[config.mk]
export PLATFORM = sky130hd
export DESIGN_NAME = ps2_host_tx_flat
export DESIGN_NICKNAME = d
export VERILOG_FILES = /design/src/rtl/ps2_pkg.sv /design/src/rtl/ps2_host_tx_if.sv /design/src/rtl/ps2_line_sync.sv /design/src/rtl/ps2_host_tx.sv /design/src/flat_wrapper.sv
export SDC_FILE = /design/constraint.sdc
export NUM_CORES = 1
export LEC_CHECK = 0
export ABC_AREA = 1
export CELL_PAD_IN_SITES_DETAIL_PLACEMENT = 0
export CELL_PAD_IN_SITES_GLOBAL_PLACEMENT = 1
export CORE_MARGIN = 2
export CORE_UTILIZATION = 25
export DETAILED_ROUTE_END_ITERATION = 12
export HOLD_SLACK_MARGIN = 0.03
export PLACE_DENSITY = 0.49
export SLEW_MARGIN = 20
export SYNTH_ARGS = -nofsm -noshare
export SYNTH_HDL_FRONTEND = slang
export SYNTH_SLANG_ARGS = --single-unit
[constraint.sdc]
create_clock -name clk_p -period 1.8 [get_ports clk_p]
set_clock_uncertainty 0.15 [all_clocks]
set_input_delay 0.18 -clock clk_p [delete_from_list [all_inputs] [get_ports clk_p]]
set_output_delay 0.18 -clock clk_p [all_outputs]
set_load 0.1 [all_outputs]
[src/rtl/ps2_pkg.sv]
`default_nettype none
// ============================================================================
//  Module      : ps2_pkg
//  Description : Shared types and constants for the PS/2 host transmitter.
//  Revision    : 1.0 - initial release
// ============================================================================
package ps2_pkg;

  typedef enum logic [2:0] {
    ST_IDLE      = 3'd0,
    ST_INHIBIT   = 3'd1,
    ST_XFER      = 3'd2,
    ST_ACK       = 3'd3,
    ST_WAIT_IDLE = 3'd4
  } ps2_state_t;

  // start + 8 data + parity + stop
  localparam int PS2_FRAME_BITS = 11;

  localparam int DEF_INHIBIT_CYCLES = 10000;
  localparam int DEF_TIMEOUT_CYCLES = 2000000;
  localparam int DEF_FILTER_LEN     = 8;

  function automatic logic odd_parity(input logic [7:0] d);
    return ~^d;
  endfunction

endpackage
`default_nettype wire

[src/rtl/ps2_host_tx_if.sv]
`default_nettype none
// ============================================================================
//  Module      : ps2_host_tx_if
//  Description : Command handshake between a client and the PS/2 transmitter.
//  Revision    : 1.0 - initial release
// ============================================================================
interface ps2_host_tx_if;

  logic [7:0] tx_data;
  logic       tx_valid;
  logic       tx_ready;
  logic       tx_done;
  logic       tx_error;
  logic       tx_busy;

  modport master (
    output tx_data, tx_valid,
    input  tx_ready, tx_done, tx_error, tx_busy
  );

  modport slave (
    input  tx_data, tx_valid,
    output tx_ready, tx_done, tx_error, tx_busy
  );

endinterface
`default_nettype wire

[src/rtl/ps2_line_sync.sv]
`default_nettype none
// ============================================================================
//  Module      : ps2_line_sync
//  Description : 2-flop synchronizer, glitch filter and falling-edge detector.
//  Revision    : 1.0 - initial release
// ============================================================================
module ps2_line_sync
  import ps2_pkg::*;
#(
  parameter int FILTER_LEN = DEF_FILTER_LEN
) (
  input  logic clk_p,
  input  logic reset,
  input  logic i_line,
  output logic o_level,
  output logic o_fall
);

  localparam int c_cnt_w = $clog2(FILTER_LEN + 1);
  localparam logic [c_cnt_w-1:0] c_cnt_last = c_cnt_w'(FILTER_LEN - 1);

  logic [1:0]         r_sync;
  logic               r_level;
  logic               r_fall;
  logic [c_cnt_w-1:0] r_cnt;

  // r_cnt counts consecutive samples that disagree with the accepted level.
  always_ff @(posedge clk_p) begin
    if (reset) begin
      r_sync  <= 2'b11;
      r_level <= 1'b1;
      r_fall  <= 1'b0;
      r_cnt   <= '0;
    end else begin
      r_sync <= {r_sync[0], i_line};
      r_fall <= 1'b0;
      if (r_sync[1] == r_level) begin
        r_cnt <= '0;
      end else if (r_cnt == c_cnt_last) begin
        r_level <= r_sync[1];
        r_fall  <= r_level;
        r_cnt   <= '0;
      end else begin
        r_cnt <= r_cnt + 1'b1;
      end
    end
  end

  assign o_level = r_level;
  assign o_fall  = r_fall;

endmodule
`default_nettype wire

[src/rtl/ps2_host_tx.sv]
`default_nettype none
// ============================================================================
//  Module      : ps2_host_tx
//  Description : PS/2 host-to-device command transmitter with ACK and timeout.
//  Revision    : 1.0 - initial release
// ============================================================================
module ps2_host_tx
  import ps2_pkg::*;
#(
  parameter int INHIBIT_CYCLES = DEF_INHIBIT_CYCLES,
  parameter int TIMEOUT_CYCLES = DEF_TIMEOUT_CYCLES,
  parameter int FILTER_LEN     = DEF_FILTER_LEN
) (
  input  logic          clk_p,
  input  logic          reset,
  ps2_host_tx_if.slave  host,
  input  logic          ps2_clk_i,
  input  logic          ps2_data_i,
  output logic          ps2_clk_oe,
  output logic          ps2_data_oe
);

  localparam int c_inh_w   = $clog2(INHIBIT_CYCLES + 1);
  localparam int c_to_w    = $clog2(TIMEOUT_CYCLES + 1);
  localparam int c_bit_w   = $clog2(PS2_FRAME_BITS + 1);
  localparam int c_inh_pre_i = (INHIBIT_CYCLES >= 2) ? INHIBIT_CYCLES - 2 : 0;

  localparam logic [c_inh_w-1:0] c_inh_last = c_inh_w'(INHIBIT_CYCLES - 1);
  localparam logic [c_inh_w-1:0] c_inh_pre  = c_inh_w'(c_inh_pre_i);
  localparam logic [c_to_w-1:0]  c_to_last  = c_to_w'(TIMEOUT_CYCLES - 1);
  localparam logic [c_bit_w-1:0] c_par_idx  = c_bit_w'(PS2_FRAME_BITS - 3);

  ps2_state_t         r_state;
  logic [c_inh_w-1:0] r_inh_cnt;
  logic [c_to_w-1:0]  r_to_cnt;
  logic [c_bit_w-1:0] r_bit;
  logic [7:0]         r_data;
  logic               r_parity;
  logic               r_clk_oe;
  logic               r_data_oe;
  logic               r_done;
  logic               r_error;

  logic w_clk_level;
  logic w_clk_fall;
  logic w_data_level;
  // The data line is only ever sampled as a level.
  logic w_data_fall_unused;
  logic w_timeout;

  ps2_line_sync #(.FILTER_LEN(FILTER_LEN)) u_clk_sync (
    .clk_p   (clk_p),
    .reset   (reset),
    .i_line  (ps2_clk_i),
    .o_level (w_clk_level),
    .o_fall  (w_clk_fall)
  );

  ps2_line_sync #(.FILTER_LEN(FILTER_LEN)) u_data_sync (
    .clk_p   (clk_p),
    .reset   (reset),
    .i_line  (ps2_data_i),
    .o_level (w_data_level),
    .o_fall  (w_data_fall_unused)
  );

  assign w_timeout = (r_to_cnt == c_to_last);

  always_ff @(posedge clk_p) begin
    if (reset) begin
      r_state   <= ST_IDLE;
      r_inh_cnt <= '0;
      r_to_cnt  <= '0;
      r_bit     <= '0;
      r_data    <= '0;
      r_parity  <= 1'b0;
      r_clk_oe  <= 1'b0;
      r_data_oe <= 1'b0;
      r_done    <= 1'b0;
      r_error   <= 1'b0;
    end else begin
      r_done  <= 1'b0;
      r_error <= 1'b0;
      case (r_state)
        ST_IDLE: begin
          r_clk_oe  <= 1'b0;
          r_data_oe <= 1'b0;
          if (host.tx_valid) begin
            r_data    <= host.tx_data;
            r_parity  <= odd_parity(host.tx_data);
            r_inh_cnt <= '0;
            r_clk_oe  <= 1'b1;
            r_data_oe <= (INHIBIT_CYCLES == 1);
            r_state   <= ST_INHIBIT;
          end
        end

        // Start bit is asserted one cycle ahead so it overlaps the last inhibit cycle.
        ST_INHIBIT: begin
          if (r_inh_cnt == c_inh_last) begin
            r_clk_oe <= 1'b0;
            r_to_cnt <= '0;
            r_bit    <= '0;
            r_state  <= ST_XFER;
          end else begin
            r_inh_cnt <= r_inh_cnt + 1'b1;
            if (INHIBIT_CYCLES >= 2 && r_inh_cnt == c_inh_pre) begin
              r_data_oe <= 1'b1;
            end
          end
        end

        ST_XFER, ST_ACK: begin
          if (w_timeout) begin
            r_clk_oe  <= 1'b0;
            r_data_oe <= 1'b0;
            r_error   <= 1'b1;
            r_state   <= ST_IDLE;
          end else begin
            r_to_cnt <= r_to_cnt + 1'b1;
            if (w_clk_fall) begin
              if (r_state == ST_ACK) begin
                if (!w_data_level) begin
                  r_state <= ST_WAIT_IDLE;
                end else begin
                  r_error <= 1'b1;
                  r_state <= ST_IDLE;
                end
              end else if (r_bit < c_par_idx) begin
                r_data_oe <= ~r_data[r_bit[2:0]];
                r_bit     <= r_bit + 1'b1;
              end else if (r_bit == c_par_idx) begin
                r_data_oe <= ~r_parity;
                r_bit     <= r_bit + 1'b1;
              end else begin
                r_data_oe <= 1'b0;
                r_state   <= ST_ACK;
              end
            end
          end
        end

        ST_WAIT_IDLE: begin
          if (w_clk_level && w_data_level) begin
            r_done  <= 1'b1;
            r_state <= ST_IDLE;
          end
        end

        default: begin
          r_clk_oe  <= 1'b0;
          r_data_oe <= 1'b0;
          r_state   <= ST_IDLE;
        end
      endcase
    end
  end

  assign host.tx_ready = (r_state == ST_IDLE);
  assign host.tx_busy  = (r_state != ST_IDLE);
  assign host.tx_done  = r_done;
  assign host.tx_error = r_error;
  assign ps2_clk_oe    = r_clk_oe;
  assign ps2_data_oe   = r_data_oe;

endmodule
`default_nettype wire

[src/flat_wrapper.sv]
// flat-port wrapper written by rule: the top's interface ports become plain ports
module ps2_host_tx_flat import ps2_pkg::*;
#(
  parameter int INHIBIT_CYCLES = DEF_INHIBIT_CYCLES,
  parameter int TIMEOUT_CYCLES = DEF_TIMEOUT_CYCLES,
  parameter int FILTER_LEN     = DEF_FILTER_LEN
)
  (clk_p, reset, ps2_clk_i, ps2_data_i, ps2_clk_oe, ps2_data_oe, host_tx_data, host_tx_valid, host_tx_ready, host_tx_done, host_tx_error, host_tx_busy);
  ps2_host_tx_if host_i ();
  input  logic clk_p;
  input  logic reset;
  input  logic ps2_clk_i;
  input  logic ps2_data_i;
  output logic ps2_clk_oe;
  output logic ps2_data_oe;
  input wire logic [$bits(host_i.tx_data)-1:0] host_tx_data;
  input wire logic [$bits(host_i.tx_valid)-1:0] host_tx_valid;
  output wire logic [$bits(host_i.tx_ready)-1:0] host_tx_ready;
  output wire logic [$bits(host_i.tx_done)-1:0] host_tx_done;
  output wire logic [$bits(host_i.tx_error)-1:0] host_tx_error;
  output wire logic [$bits(host_i.tx_busy)-1:0] host_tx_busy;
  assign host_i.tx_data = host_tx_data;
  assign host_i.tx_valid = host_tx_valid;
  assign host_tx_ready = host_i.tx_ready;
  assign host_tx_done = host_i.tx_done;
  assign host_tx_error = host_i.tx_error;
  assign host_tx_busy = host_i.tx_busy;
  ps2_host_tx #(.INHIBIT_CYCLES(INHIBIT_CYCLES), .TIMEOUT_CYCLES(TIMEOUT_CYCLES), .FILTER_LEN(FILTER_LEN)) u_core (.clk_p(clk_p), .reset(reset), .host(host_i), .ps2_clk_i(ps2_clk_i), .ps2_data_i(ps2_data_i), .ps2_clk_oe(ps2_clk_oe), .ps2_data_oe(ps2_data_oe));
endmodule
[Word-level counts from Yosys, hierarchy flattened]
Cells that the tools add are included.
Widths: inputs -> output; s select.
Storage, ports and cells
  register bits after elaboration: 70
  bits of input ports: 13
  output and inout port bits: 6
Operators by class
  add/sub/neg operators: 5
  $lt $le $gt $ge: 2
  equal/unequal tests: 26
  muxes and demuxes: 42
  bitwise operators: 7
  reductions and logical operators: 21
Operators with widths (number)
  $mux 21: 2
  $pmux 21 s2: 1
  $eq 14x14->1 const B: 2
  $mux 14: 2
  $pmux 14 s2: 1
  $mux 3: 9
  $mux 4: 6
  $add 21x1->21 const B: 1
  $eq 21x21->1 const B: 1
  $mux 1: 16
  $add 14x1->14 const B: 1
  $add 4x1->4 const B: 3
  $pmux 3 s4: 1
  $reduce_and 6->1: 2
  $ne 2x2->1 const B: 5
  $reduce_and 3->1: 3
  $reduce_or 3->1: 3
  $eq 4x3->1 const B: 2
  $ne 2x1->1 const B: 4
  $ne 4x2->1 const B: 2
  $pmux 4 s2: 1
  $reduce_xnor 8->1: 1
  $not 1->1: 7
  $eq 3x2->1 const B: 2
  other kinds (18): 25

[Depth between registers and ports, before layout]
  depth in word-level cells: 8
  gate-level depth with buffers: 13
  mapped depth without buffers: 13

[Hierarchy]
Synthesis repeated with hierarchy kept, for this count alone.
Second synthesis, totals
  cells, all modules: 580
  area, all modules: 3854.9 um2
By module, submodules not included
  ps2_host_tx: times used 1, cells each 508, area an instance 3251.9 um2
  ps2_line_sync: times used 2, cells each 36, area an instance 301.5 um2

[Least setup slack after synthesis]
No wires, ideal clock.
  kind: flip-flop to flip-flop
  from: reg u_core.r_state[1]
  to: reg u_core.r_data[5]
  arrival: 3.450 ns
  data required time: 1.531 ns
  path slack: -1.920 ns
  cell stages (with the launch flop): 8
  path through: dfxtp_1 nor3_2 inv_1 nor2_2 inv_1 buf_2 o21ai_0 a21oi_1
On the way
  word-level cells in the longest chain between the ends: 2
RTL lines
  from (decl): line ps2_host_tx.sv:33  | ps2_state_t r_state;
  from (signal assigned): line ps2_host_tx.sv:71  | r_state <= ST_IDLE;
  from (signal assigned): line ps2_host_tx.sv:94  | r_state <= ST_INHIBIT;
  from (signal assigned): line ps2_host_tx.sv:104  | r_state <= ST_XFER;
  $logic_not 3->1
  net host_tx_ready: line flat_wrapper.sv:18  | output wire logic [$bits(host_i.tx_ready)-1:0] host_tx_ready;
  $reduce_and 2->1 (no line)
  to (signal assigned): line ps2_host_tx.sv:89  | r_data <= host.tx_data;
  to (decl): line ps2_host_tx.sv:37  | logic [7:0] r_data;
The timed path passes the listed nets, and every way through them passes these cells.
A chain may end at the register's enable or synchronous reset.

[Worst setup path in the final report]
  from: reg u_core.r_inh_cnt[10]
  to: reg u_core.r_bit[1]
On the way
  word-level cells in the longest chain between the ends: 3
RTL lines
  from (decl): line ps2_host_tx.sv:34  | logic [c_inh_w-1:0] r_inh_cnt;
  from (signal assigned): line ps2_host_tx.sv:106  | r_inh_cnt <= r_inh_cnt + 1'b1;
  $eq 14x14->1: line ps2_host_tx.sv:100  | if (r_inh_cnt == c_inh_last) begin
  $ne 2x1->1 (no line)
  $reduce_and 6->1 (no line)
  to (signal assigned): line ps2_host_tx.sv:131  | r_bit <= r_bit + 1'b1;
  to (signal assigned): line ps2_host_tx.sv:134  | r_bit <= r_bit + 1'b1;
  to (decl): line ps2_host_tx.sv:36  | logic [c_bit_w-1:0] r_bit;
No other way between the ends.

==> run metrics <==
Rows=45; first-pass GRT wire length=18,100 microns; Final Slew Violations=0; Final Hold Slack=0.250 ns; total global routing overflow=0; Clock Path Buffers=2; core area=15,000 sq um; EDFF count, synth=0; RSZ-0062 raised after global routing=yes; DR vias/cell=4.53; measured slew at the worst slew-check pin=0.393 ns; All-Layer GR Usage=14.1%; Ant. Diodes=0; outcome=completed; drt pass-1 iters=4; asr flop ratio synth=0%; Worst setup EP type=flop; R2R Setup Slk=0.003 ns; Peak Freq=557 MHz; fin nets=661; Clk Latency, worst-skew pair=0.34 ns; cells after synthesis=541; clk slew on worst S/H paths=0.06 ns; Most used DFF post-synth=dfxtp_1; Seq/Total Area, Yosys=36.9%; Crit path arrival time=1.88 ns; clock sink count=70; P_leak=2.13 nW; HP Class=input pin to flop; DR WL/cell=13.1 microns; final setup violation count=0; Area Overhead vs Synth=40.5%; footprint of the multi-input gates=2240 sq um; worst-path fanout max=7; Yosys Warn Count=0; Sum Neg Setup Slack=0 ns; pin count of the biggest net entering global routing=27; Cell Area, Synth=3800 sq um; Placed Area=4730 sq um; Slew headroom=73.6%; layout cells sized above 1=29.1%; Storage cell area=1420 sq um; Final Cell Area=5340 sq um; Die Y=127 microns; via count=3,779; Distinct cells, synth=40; Filler cells=1,615; DP HPWL=8040 microns; Max H-tree Level=3; kind of critical path=flop to flop; Hold Buf Count CTS=0; final hold violation count=0; CTS Buf Count=9; Port Buffers=18; CP peak stage delay=0.33 ns; Starting DRT DRC Count=143; IO Count=19; antenna-violating nets left=0; maxcap violations=0; post-route clock period utilization=99.8%; Routed WL=10,900 microns; Cell Chain, Critical Path=nand2_2 > nor2_1 > nand3_1 > nor2_2 > nand3_4 > buf_6 > a21oi_4 > nand2_1 > o21ai_0 > nor2_1; Req. time, crit path=1.88 ns; critical path's top delay family=simple AND/OR/NAND/NOR gates; TritonCTS clock tree=built; CTS root buf=clkbuf_16; CP dominant cell by count=nor2_1; syn nets=561; Die Width=127 microns; initial antenna violation count=0; slowest CP cell=dfxtp_2; GPL Wtd Cong=0.778; register bit total from synthesis=70; Non-Filler Instances=834; # DRC=0; PwrDens=1180 nW/um^2; Syn Area/Cell=7.02 sq um; crit start category=flop; min cycle time layout=1.80 ns; CP bufs+invs=1; peak supply drop=0.478 mV; Starting Density=25.3%; Placed Cells=806; die outline area=16,200 sq um; vias in the first global route=3,675
cells by family (layout without fill, tap and decap cells):
group / Yosys count / after routing / synth area share [%]
AO/OA/AOI/OAI: 80 / 80 / 11.7
XOR/XNOR: 14 / 14 / 3.23
adder cells (fa/ha/maj): 7 / 7 / 2.31
buffers and inverters: 76 / 180 / 8.37
flip-flops: 70 / 70 / 36.9
AND/OR/NAND/NOR: 294 / 295 / 37.4
timing repair:
item / CTS / global route
resized for setup: 1 / 63
gates cloned: 0 / 1
setup buffers: 0 / 11
endpoints found under the setup margin: 4 / 36
pin swaps: 2 / 27
sequential cells by signal, indices dropped and copies added, names as in the netlist:
| signal | flops |
|---|---|
| u_core.u_clk_sync.o_level | 1 |
| u_core.u_clk_sync.r_sync | 2 |
| u_core.ps2_data_oe | 1 |
| u_core.u_data_sync.r_sync | 2 |
| u_core.r_parity | 1 |
| u_core.ps2_clk_oe | 1 |
| u_core.u_data_sync.o_level | 1 |
| u_core.r_inh_cnt | 14 |
| u_core.r_state | 3 |
| u_core.host.tx_error | 1 |
| u_core.r_data | 8 |
| u_core.u_clk_sync.o_fall | 1 |
| u_core.r_bit | 4 |
| u_core.host.tx_done | 1 |
| u_core.u_data_sync.r_cnt | 4 |
| u_core.u_clk_sync.r_cnt | 4 |
| u_core.r_to_cnt | 21 |
synthesized netlist by cell type, types with 2 or more instances:
| library cell | n | area (sq um) |
|---|---|---|
| nand3_2 | 3 | 30.0 |
| nor3_2 | 4 | 40.0 |
| nor3b_1 | 2 | 15.0 |
| buf_6 | 2 | 22.5 |
| ha_1 | 7 | 87.6 |
| nand2_1 | 103 | 387 |
| nand2_8 | 2 | 40.0 |
| nand3_1 | 33 | 165 |
| inv_2 | 8 | 30.0 |
| nand3b_1 | 3 | 22.5 |
| nor2_4 | 2 | 22.5 |
| o211a_1 | 2 | 20.0 |
| nor2_1 | 84 | 315 |
| xnor2_1 | 6 | 52.6 |
| o211ai_1 | 5 | 37.5 |
| a21oi_1 | 35 | 175 |
| a31oi_1 | 2 | 12.5 |
| and3_1 | 3 | 18.8 |
| dfxtp_1 | 70 | 1400 |
| inv_1 | 58 | 218 |
| o21ai_0 | 30 | 150 |
| nor3_1 | 16 | 80.1 |
| o21ai_1 | 2 | 10.0 |
| clkbuf_1 | 6 | 22.5 |
| nor2_2 | 7 | 43.8 |
| or2_2 | 8 | 50.1 |
| nand3_4 | 2 | 35.0 |
| nor4_1 | 4 | 25.0 |
| xor2_1 | 8 | 70.1 |
| nand2_2 | 2 | 12.5 |
| nand4_1 | 13 | 81.3 |
placed cells by master (no fill, tap or decap), types with 5 or more instances in the layout:
cell	instances
dfxtp_2	15
nand2_2	8
nand3_1	31
inv_2	10
nor3_2	5
ha_1	5
dfxtp_1	55
clkdlybuf4s50_1	12
nand2_1	96
a21oi_2	5
nor2_2	8
inv_1	54
xnor2_1	6
o21ai_0	22
or2_2	8
a21oi_1	30
nand4_1	13
nor2_1	81
buf_4	74
nor3_1	13
o211ai_1	5
clkbuf_16	9
buf_12	7
o21ai_1	9
xor2_1	8
where the power goes:
part	switching [mW]	total, mW	internal, mW	leakage [nW]
logic	1.58	2.59	1.01	1.41
clock network	0.750	1.87	1.12	0.145
registers	0.129	1.86	1.73	0.575
total	2.46	6.31	3.86	2.13
layer usage:
metal	share of wire (%)	vias to the layer above	routed length, microns	track usage, %
met5	0	-	0	0
met4	1.7	0	189	4.85
met3	2.7	13	292	2.89
met2	47	43	5090	22.9
met1	49	1740	5310	18.7
li1	-	1983	-	-
worst register-to-register path, cell delays in order (launching register included):
cell     delay, ns
dfxtp_2       0.33
nand2_2       0.06
nor2_1        0.10
nand3_1       0.09
nor2_2        0.18
nand3_4       0.20
buf_6         0.18
a21oi_4       0.21
nand2_1       0.07
o21ai_0       0.08
nor2_1        0.05
worst paths after layout:
kind	start	end	depth (start not counted)
worst min-delay path	ps2_data_i	u_core.u_data_sync.r_sync[0]	2
worst max-delay path	u_core.r_inh_cnt[10]	u_core.r_bit[1]	10
worst min register to register	u_core.u_data_sync.r_sync[0]	u_core.u_data_sync.r_sync[1]	1
worst max register to register	u_core.r_inh_cnt[10]	u_core.r_bit[1]	10
through the flow:
stage / setup slack (ns) / utilization [%] / power, mW
floorplan: -1.22 / - / 3.39
global placement: -0.0217 / 31.5 / 4.14
finish: 0.00346 / 35.5 / 6.31
detailed placement: -0.0138 / 31.5 / 4.15
CTS: 0.00223 / 33.6 / 6.06
global route: -0.122 / 35.5 / 6.74
final cells by class:
type	count	share of cell area, %
multi-input cells	396	42.0
flip-flops and latches	70	26.6
repair buffers	98	16.4
inverters	66	4.74
clock buffers	10	4.48
well taps	188	4.41
clock inverters	6	1.34
Power figures use the tool's default switching activity.
